===== config.mk =====
export PLATFORM = sky130hd
export DESIGN_NAME = wb_port_arbiter
export DESIGN_NICKNAME = d
export VERILOG_FILES = /design/src/rtl/wb_port_arbiter.sv
export SDC_FILE = /design/constraint.sdc
export NUM_CORES = 1
export LEC_CHECK = 0
export CAP_MARGIN = 20
export CORE_UTILIZATION = 40
export DETAILED_ROUTE_END_ITERATION = 7
export PLACE_DENSITY = 0.89
export SYNTH_ARGS = -nofsm -noshare
export SYNTH_HDL_FRONTEND = slang
export SYNTH_SLANG_ARGS = --single-unit

===== constraint.sdc =====
create_clock -name clk -period 1.81 [get_ports clk]
set_input_delay 0.4525 -clock clk [delete_from_list [all_inputs] [get_ports clk]]
set_output_delay 0.4525 -clock clk [all_outputs]
set_load 0.01 [all_outputs]

===== src/rtl/wb_port_arbiter.sv =====
// Register-file write-port arbiter: memory loads win by default, and the ALU is
// forced through after MAX_WAIT consecutive refusals. The winner is registered onto wb_*.
module wb_port_arbiter #(
  parameter int WIDTH    = 16,
  parameter int MAX_WAIT = 3
) (
  input  logic             clk,
  input  logic             reset_n,
  input  logic             alu_req,
  input  logic [2:0]       alu_dest,
  input  logic [WIDTH-1:0] alu_data,
  output logic             alu_ack,
  input  logic             mem_req,
  input  logic [2:0]       mem_dest,
  input  logic [WIDTH-1:0] mem_data,
  output logic             mem_ack,
  output logic             wb_write,
  output logic             wb_vsel,
  output logic [2:0]       wb_writenum,
  output logic [WIDTH-1:0] wb_c,
  output logic [WIDTH-1:0] wb_mdata,
  output logic             alu_starved
);

  localparam logic [3:0] MAX_CNT = 4'(MAX_WAIT);

  logic [3:0] wait_cnt, wait_nxt;

  // Acks are forced low while reset is asserted so nothing is granted into a cleared pipe.
  always_comb begin
    alu_ack = reset_n & alu_req & (~mem_req | alu_starved);
    mem_ack = reset_n & mem_req & ~(alu_req & alu_starved);
  end

  always_comb begin
    wait_nxt = '0;
    if (alu_req && !alu_ack)
      wait_nxt = (wait_cnt == MAX_CNT) ? wait_cnt : wait_cnt + 4'd1;
  end

  // alu_starved is registered from the next count so it lines up with wait_cnt.
  always_ff @(posedge clk or negedge reset_n) begin
    if (!reset_n) begin
      wait_cnt    <= '0;
      alu_starved <= 1'b0;
    end else begin
      wait_cnt    <= wait_nxt;
      alu_starved <= (wait_nxt == MAX_CNT);
    end
  end

  always_ff @(posedge clk or negedge reset_n) begin
    if (!reset_n) begin
      wb_write    <= 1'b0;
      wb_vsel     <= 1'b0;
      wb_writenum <= '0;
      wb_c        <= '0;
      wb_mdata    <= '0;
    end else begin
      wb_write <= alu_ack | mem_ack;
      if (mem_ack) begin
        wb_vsel     <= 1'b1;
        wb_writenum <= mem_dest;
        wb_mdata    <= mem_data;
      end else if (alu_ack) begin
        wb_vsel     <= 1'b0;
        wb_writenum <= alu_dest;
        wb_c        <= alu_data;
      end
    end
  end

endmodule


After elaboration in Yosys (flattened, before gate mapping)

Index checks and enable logic that the tools add are counted.

Flip-flop bits (word level): 42
Word-level logic and storage cells: 30
Bits of input ports: 42
Output and inout bits: 40

Add/sub/neg operators: 1
Reduce and logical (&&, ||, !) cells: 4
Equality and inequality tests: 2
Bitwise gates (word level): 10
Multiplexer cells: 6

Operator list:

| operator                                                        | number |
|---|---|
| 4-bit by 2-bit == test with 1-bit output, second input constant | 2 |
| 4-bit 2-to-1 mux                                                | 2 |
| 3-bit 2-to-1 mux                                                | 2 |
| 1-bit bitwise AND                                               | 5 |
| 4-bit by 1-bit adder with 4-bit output, second input constant   | 1 |
| 1-bit inverter                                                  | 3 |
| 1-bit 2-to-1 mux                                                | 2 |
| 1-bit bitwise OR                                                | 2 |
| 2-bit AND reduction                                             | 1 |
| 2-bit nonzero test                                              | 1 |
| 1-bit logical AND                                               | 1 |
| 1-bit logical NOT                                               | 1 |

Logic depth before layout (Yosys ltp)

Gate-level depths: netlist (run 1).

Depth after elaboration: 7
Depth in mapped cells: 4
Depth with buffers taken out: 4

Worst setup path after synthesis (run 1)

No wires, ideal clock.

Path type: register -> register
Start point: reg alu_starved
End point: reg wb_writenum[0]
Required time: 1684 ps
Setup slack: 471 ps
Setup time: 126 ps
Cell stages (with the launch flop): 5
Buffers on the path: 1
Period minus slack after synthesis: 1339 ps
Arrival time: 1213 ps
Cell sequence: dfrtp_1 -> nand2b_1 -> and3_4 -> buf_6 -> a221o_1

Elaborated cells on any way between the ends: 7
Those cells by class: mux: 1; bitwise: 5; reduce/logical: 1

RTL lines:

| element                             | line | text |
|---|---|---|
| start: declaration                  | 22   | `output logic alu_starved` |
| start signal: assignment            | 48   | `alu_starved <= (wait_nxt == MAX_CNT);` |
| 1-bit bitwise OR                    | 31   | `alu_ack = reset_n & alu_req & (~mem_req \| alu_starved);` |
| 1-bit bitwise AND                   | 31   |  |
| net alu_ack                         | 12   | `output logic alu_ack,` |
| 2-bit nonzero test (no source line) | n/a  |  |
| end signal: assignment              | 63   | `wb_writenum <= mem_dest;` |
| end signal: assignment              | 67   | `wb_writenum <= alu_dest;` |
| end: declaration                    | 19   | `output logic [2:0] wb_writenum,` |

The timed path passes the listed nets, and every way through them passes these cells.
A chain may end at the register's enable or synchronous reset.

Final worst setup path (run 1)

Start point: reg alu_starved
End point: out alu_ack

Longest elaborated chain between the ends: 2

RTL lines:

| element           | line |
|---|---|
| 1-bit bitwise OR  | 31 |
| 1-bit bitwise AND | 31 |
| end: declaration  | 12 |

No other way between the ends.

==> results of run 1 <==
[worst min path at each step]
stage / startpoint / end / slack, ps / cells past startpoint
global placement: reset_n / wait_cnt[3] / 400 / 2
detailed placement: reset_n / wait_cnt[3] / 400 / 2
global route: reset_n / wait_cnt[3] / 110 / 2
CTS: reset_n / wait_cnt[3] / 100 / 2
finish: reset_n / wait_cnt[2] / 110 / 2
floorplan: reset_n / alu_starved / 160 / 0
[cell families (layout without fill, tap and decap cells)]
logic type / count (synthesis) / in the layout / share of synthesized area
flops: 42 / 42 / 0.631
mux: 33 / 33 / 0.222
simple gates: 15 / 15 / 0.0563
compound gates: 9 / 9 / 0.0405
buf+inv: 6 / 96 / 0.0270
xor+xnor: 3 / 3 / 0.0158
fa+ha+maj: 1 / 1 / 0.00751
[stage by stage]
| step | std cells | utilization | area [um^2] |
|---|---|---|---|
| after global placement | 241 | 0.635 | 2540 |
| final | 249 | 0.661 | 2650 |
| after floorplan | 109 | - | 1670 |
| after CTS | 249 | 0.661 | 2650 |
| after global routing | 249 | 0.661 | 2650 |
| after detailed placement | 241 | 0.635 | 2540 |
[worst max-delay path, delay by kind of cell (launching register included)]
family	cells	cell delay, ps
flip-flops	1	420
buffers and inverters	1	220
AND/OR/NAND/NOR	2	370
[area by class of cell]
type,instances,area (um^2)
fill,325,1360
sequential,42,1050
timing repair buffer,86,841
multi-input combinational,61,574
clock buffer,5,68.8
tap,50,62.6
clock inverter,3,40.0
inverter,2,7.51
[where the power goes]
part	total (mW)	switching, mW	internal [mW]
Sequential	1.18	0.0818	1.10
Clock	0.715	0.309	0.406
Combinational	0.728	0.251	0.477
[cells in the final DEF (no fill, tap or decap), drive strengths merged, types with 2 or more instances in the layout]
cell type / netlist / layout
inv: 2 / 2
and2: 3 / 3
a221o: 3 / 3
clkdlybuf4s50: 0 / 76
xor2: 3 / 3
mux2: 32 / 32
clkbuf: 0 / 5
dlygate4sd2: 0 / 3
nand2b: 2 / 2
clkinv: 0 / 2
buf: 4 / 6
a21oi: 3 / 3
dfrtp: 42 / 42
nor2: 3 / 3
[per-layer routing]
layer | up-vias | wire length [um] | GRT usage
li1 | 562 | - | -
met1 | 579 | 1580 | 0.237
met2 | 39 | 1800 | 0.277
met3 | 6 | 167 | 0.0531
met4 | 0 | 44 | 0.0612
met5 | - | 0 | 0
[state kept, by name (all words and copies together) (netlist names)]
name	count
alu_starved	1
wait_cnt	4
wb_c	16
wb_mdata	16
wb_vsel	1
wb_write	1
wb_writenum	3
[repair_timing]
action / in CTS / in global routing
hold buffers: 0 / 0
hold endpoints to repair: 0 / 0
gates resized for setup: 6 / 0
endpoints found under the setup margin: 2 / 0
==> summary.txt, run 1 <==
Status
  – Status: completed

CTS
  – Number of H-tree levels: 2
  – Clock transition at the registers of the reported paths: 80 ps
  – Post-CTS setup repair buffer count: 0
  – TritonCTS buffer count: 5
  – CTS root buf: clkbuf_8
  – CTS tree: done
  – Clk Latency, worst-skew pair: 280 ps
  – Num Clock Sinks: 42
  – Number of buffers on the longest clock path: 2

Yosys
  – Number of warnings printed during yosys synthesis: 0
  – Area contributors post-synth: dfrtp_1 63%, mux2_2 22%, a221o_1 1.8%, xor2_1 1.6%, buf_6 1.4%
  – Register bit count reported by yosys: 42
  – Number of instances in the synthesized netlist: approximately 110
  – Most repeated cell in the gate-level netlist after synthesis: dfrtp_1
  – Leading area contributor after synthesis: dfrtp_1
  – Async S/R FF share, synth: 1.00
  – Post-synth design cell area: between 1500 and 2000 um^2
  – Top_reg_cell synth: dfrtp_1
  – Number of enable-type register cells in the synthesized netlist: 0
  – Per-instance average area after synthesis: 15.3 um^2
  – Proportion of synthesized chip area in sequential cells: 0.631
  – Fraction of post-synthesis cell area in the top cell type by area: 0.631
  – Distinct cells, synth: 23
  – Leading post-synthesis cells by instance count: 42 x dfrtp_1, 32 x mux2_2
  – Post-synth net total: 152

Route
  – Initial DRC Count: 35
  – Average vias per placed instance: between 4 and 5
  – Post-detailed-route count of antenna-violating nets: 0
  – DRC: 0
  – First-pass DRT Iterations: 6
  – Total vias in the final route: between 1000 and 1500
  – Sum of routed wire length over all layers: 3590 um
  – DR WL/cell: 14.4 um

Timing
  – Min cycle time layout: approximately 1800 ps
  – Clock Skews: 6.57 ps
  – Maximum clock frequency: 571 MHz
  – Final setup TNS: 0 ps
  – Final worst setup slack: 58.6 ps
  – Worst slew pin tran: between 400 and 500 ps
  – Final cycle utilization of the critical path: 0.968
  – Final-report setup violation count: 0
  – Worst hold-check slack: between 100 and 150 ps
  – Worst rel slew slack: 0.667
  – Final Hold Violating Endpoints: 0
  – Pins over their slew limit: 0
  – RSZ-0062 raised after global routing: false

Min path
  – Path class of the lowest-slack min-delay path: input pin to asynchronous set/reset pin

Setup path
  – Cell-by-cell listing of the critical path: nand2b_1 > and3_4 > clkdlybuf4s15_2
  – Launch instance of the worst register-to-register path: alu_starved
  – Worst Setup End Kind: primary output
  – End point of the critical path: alu_ack
  – CP max-delay cell: dfrtp_1
  – Data required time at the worst endpoint: 1360 ps
  – Cell depth of the worst flop-to-flop path: 4
  – Capture instance of the worst register-to-register path: wb_c[15]
  – Path type of the worst setup path: flip-flop to primary output
  – Worst setup slack for register-to-register paths: 280 ps
  – Crit. Startpoint: alu_starved
  – Crit-path max cell delay: roughly 420 ps
  – Crit-path max FO: 3
  – Startpoint class of the critical path: flip-flop
  – Arrival time at the worst endpoint: 1300 ps

Power
  – Pleak: 1.13 nW
  – Peak ir drop on the vdd network: 0.600 mV
  – PwrDens: 991 nW/um^2
  – Pwr Total: approximately 2.6 mW

Floorplan
  – Site row count: 23
  – Starting density of the core: 0.417
  – Full die area: 4430 um^2
  – Die outline width: between 60 and 70 um
  – Core ar.: 4000 um^2
  – Top-Level Pins: 82
  – Vert. Die Dim: 66.6 um

Placement
  – Total of buffers placed on input and output ports: 81
  – Placed wire-length estimate after detailed placement: between 2000 and 3000 um
  – Routability cong.: 0.752
  – Post-placement setup slack: -386 ps

Global routing
  – First-pass GRT wire length: 5810 um
  – Total track usage: 0.179
  – Maximum number of pins on one net before global-route repair: 41
  – Initial antenna violation count: 0
  – Total congestion overflow: 0
  – Vias in the first global route: ~1200

Run
  – Max-capacitance violation count: 0

Cells and area
  – Layout cells sized above 1: 0.256
  – Inserted Diodes: 0
  – Layout overhead on the synthesized area: 58.7%
  – Fin nets: 241
No activity file was read; power rests on OpenSTA's default activity.
==> run 2, diff against run 1 <==
--- a/config.mk
+++ b/config.mk
@@ -5,9 +5,11 @@
 export SDC_FILE = /design/constraint.sdc
 export NUM_CORES = 1
 export LEC_CHECK = 0
+export ABC_CLOCK_PERIOD_IN_PS = 1810
 export CAP_MARGIN = 20
 export CORE_UTILIZATION = 40
 export DETAILED_ROUTE_END_ITERATION = 7
+export GPL_ROUTABILITY_DRIVEN = 0
 export PLACE_DENSITY = 0.89
 export SYNTH_ARGS = -nofsm -noshare
 export SYNTH_HDL_FRONTEND = slang
==> results of run 2 <==
Same layout as run 1: the final DEF is identical, and so are final timing and power.
==> run 3, diff against run 2 <==
--- a/config.mk
+++ b/config.mk
@@ -7,10 +7,12 @@
 export LEC_CHECK = 0
 export ABC_CLOCK_PERIOD_IN_PS = 1810
 export CAP_MARGIN = 20
-export CORE_UTILIZATION = 40
+export CELL_PAD_IN_SITES_DETAIL_PLACEMENT = 0
+export CELL_PAD_IN_SITES_GLOBAL_PLACEMENT = 1
+export CORE_UTILIZATION = 31
 export DETAILED_ROUTE_END_ITERATION = 7
 export GPL_ROUTABILITY_DRIVEN = 0
-export PLACE_DENSITY = 0.89
+export PLACE_DENSITY = 0.88
 export SYNTH_ARGS = -nofsm -noshare
 export SYNTH_HDL_FRONTEND = slang
 export SYNTH_SLANG_ARGS = --single-unit
==> summary.txt, run 3 (same netlist as run 1, synthesis figures left out) <==
CTS
  – CTS root buf: clkbuf_8
  – Clock transition at the registers of the reported paths: 70 ps
  – Number of buffers on the longest clock path: 2
  – Num Clock Sinks: 42
  – Post-CTS Hold Fix Bufs: 0
  – Number of H-tree levels: 2
  – Clk Latency, worst-skew pair: 290 ps
  – TritonCTS buffer count: 5
  – CTS tree: done

Power
  – PwrDens: 945 nW/um^2
  – Clock share of power: 0.241
  – Pleak: 1.13 nW
  – Proportion of power drawn by combinational gates: 0.290
  – Internal power: 1.88 mW
  – Switch share: 0.249
  – Sequential cell fraction of total power: 0.470
  – Peak ir drop on the vdd network: 0.504 mV
  – Net load switching power: 0.624 mW
  – Pwr Total: 2.51 mW

Cells and area
  – Area taken by flip-flops and latches: 1050 um^2
  – Combined area of the multi-input logic cells: 577 um^2
  – Count of non-filler cells in the finished layout: 269
  – Inserted Diodes: 0
  – Layout cells sized above 1: 0.261
  – Fin nets: 241
  – Top Registers: wb_c: 16 flops, wb_mdata: 16 flops, wait_cnt: 4 flops
  – Filler instances: 499
  – Leading cell type in the layout, fill and taps excluded: clkdlybuf4s50_1
  – Commonest cells after routing, fill and taps aside: 77 x clkdlybuf4s50_1, 42 x dfrtp_1, 32 x mux2_2
  – Layout overhead on the synthesized area: 59.0%

Route
  – DRC: 0
  – First-pass DRT Iterations: 4
  – Initial DRC Count: 50
  – Post-detailed-route count of antenna-violating nets: 0
  – Total vias in the final route: about 1200
  – Average vias per placed instance: 4.47
  – DR WL/cell: 13.5 um
  – Sum of routed wire length over all layers: 3640 um

Timing
  – Final-report setup violation count: 0
  – Worst slew pin tran: 472 ps
  – Pins over their slew limit: 0
  – RSZ-0062 raised after global routing: false
  – Worst rel slew slack: 0.685
  – Final cycle utilization of the critical path: 0.974
  – Maximum clock frequency: 567 MHz
  – Clock Skews: 5.14 ps
  – Min cycle time layout: 1760 ps
  – Worst hold-check slack: 121 ps
  – Final Hold Violating Endpoints: 0

Floorplan
  – Vert. Die Dim: 75.3 um
  – Site row count: 26
  – Core ar.: ~5100 um^2
  – Starting density of the core: 0.324
  – Top-Level Pins: 82
  – Full die area: 5670 um^2
  – Die outline width: 75.3 um

Global routing
  – Maximum number of pins on one net before global-route repair: 38
  – First-pass GRT wire length: 5750 um
  – Total congestion overflow: 0
  – Vias in the first global route: 1250
  – Total track usage: 0.139
  – Initial antenna violation count: 0

Status
  – Status: completed

Placement
  – Placed wire-length estimate after detailed placement: between 2000 and 3000 um
  – Total of buffers placed on input and output ports: 81
  – Cell Count Post-Placement: 261

Setup path
  – Path type of the worst setup path: input pin to primary output
  – Startpoint class of the critical path: input pin
  – Worst Setup End Kind: primary output
  – Arrival time at the worst endpoint: approximately 1300 ps
  – Crit-path max FO: 4
  – Data required time at the worst endpoint: 1360 ps

Min path
  – Path class of the lowest-slack min-delay path: input pin to asynchronous set/reset pin

Run
  – Max-capacitance violation count: 0
run 3: critical path, stage by stage:
cell	delay [ps]
clkdlybuf4s50_1	530
and3_4	200
buf_2	130
run 3: final timing paths:
path / cells past startpoint / end / from / slack [ps]
min in group clk: 1 / wb_c[9] / wb_c[9] / 510
worst max register to register: 4 / wb_c[2] / alu_starved / 330
worst max-delay path: 3 / alu_ack / alu_req / 50
max in group asynchronous: 2 / wb_c[8] / reset_n / 1200
worst min-delay path: 2 / wb_mdata[6] / reset_n / 120
worst min register to register: 1 / wb_c[9] / wb_c[9] / 510
run 3: cell type report:
class / instances / share of cell area
clock buffer: 7 / 0.0326
clock inverter: 1 / 0.00189
inverter: 2 / 0.00283
multi-input combinational: 61 / 0.218
sequential: 42 / 0.397
tap: 70 / 0.0331
timing repair buffer: 86 / 0.315
run 3: metrics by stage:
step / setup WS [ps] / setup TNS [ps] / utilization / cell area (um^2)
2_1_floorplan: 472 / 0 / - / 1670
3_3_place_gp: -379 / -5930 / 0.499 / 2560
3_5_place_dp: -410 / -6660 / 0.499 / 2560
4_1_cts: 7.39 / 0 / 0.515 / 2650
5_1_grt: 24.4 / 0 / 0.516 / 2650
6_report: 46.6 / 0 / 0.516 / 2650
run 3: power groups by stage:
stage	Combinational (mW)	Clock, mW	Sequential, mW
after floorplan	0.196	0	1.27
after global placement	0.730	0	1.19
after detailed placement	0.738	0	1.20
after CTS	0.738	0.632	1.18
after global routing	0.788	0.669	1.20
final	0.726	0.603	1.18
run 3: repair_timing:
item | 4_1_cts | 5_1_grt
endpoints found under the setup margin | 2 | 2
buffers inserted | 0 | 0
resized for setup | 8 | 2
cloned | 0 | 0
run 3: layer usage:
metal / track usage / vias up / wire length [um] / share of wire
met3: 0.0556 / 3 / 291 / 0.080
met5: 0 / - / 0 / 0
li1: - / 561 / - / -
met4: 0.0453 / 0 / 23 / 0.0063
met2: 0.227 / 51 / 1760 / 0.48
met1: 0.169 / 587 / 1560 / 0.43
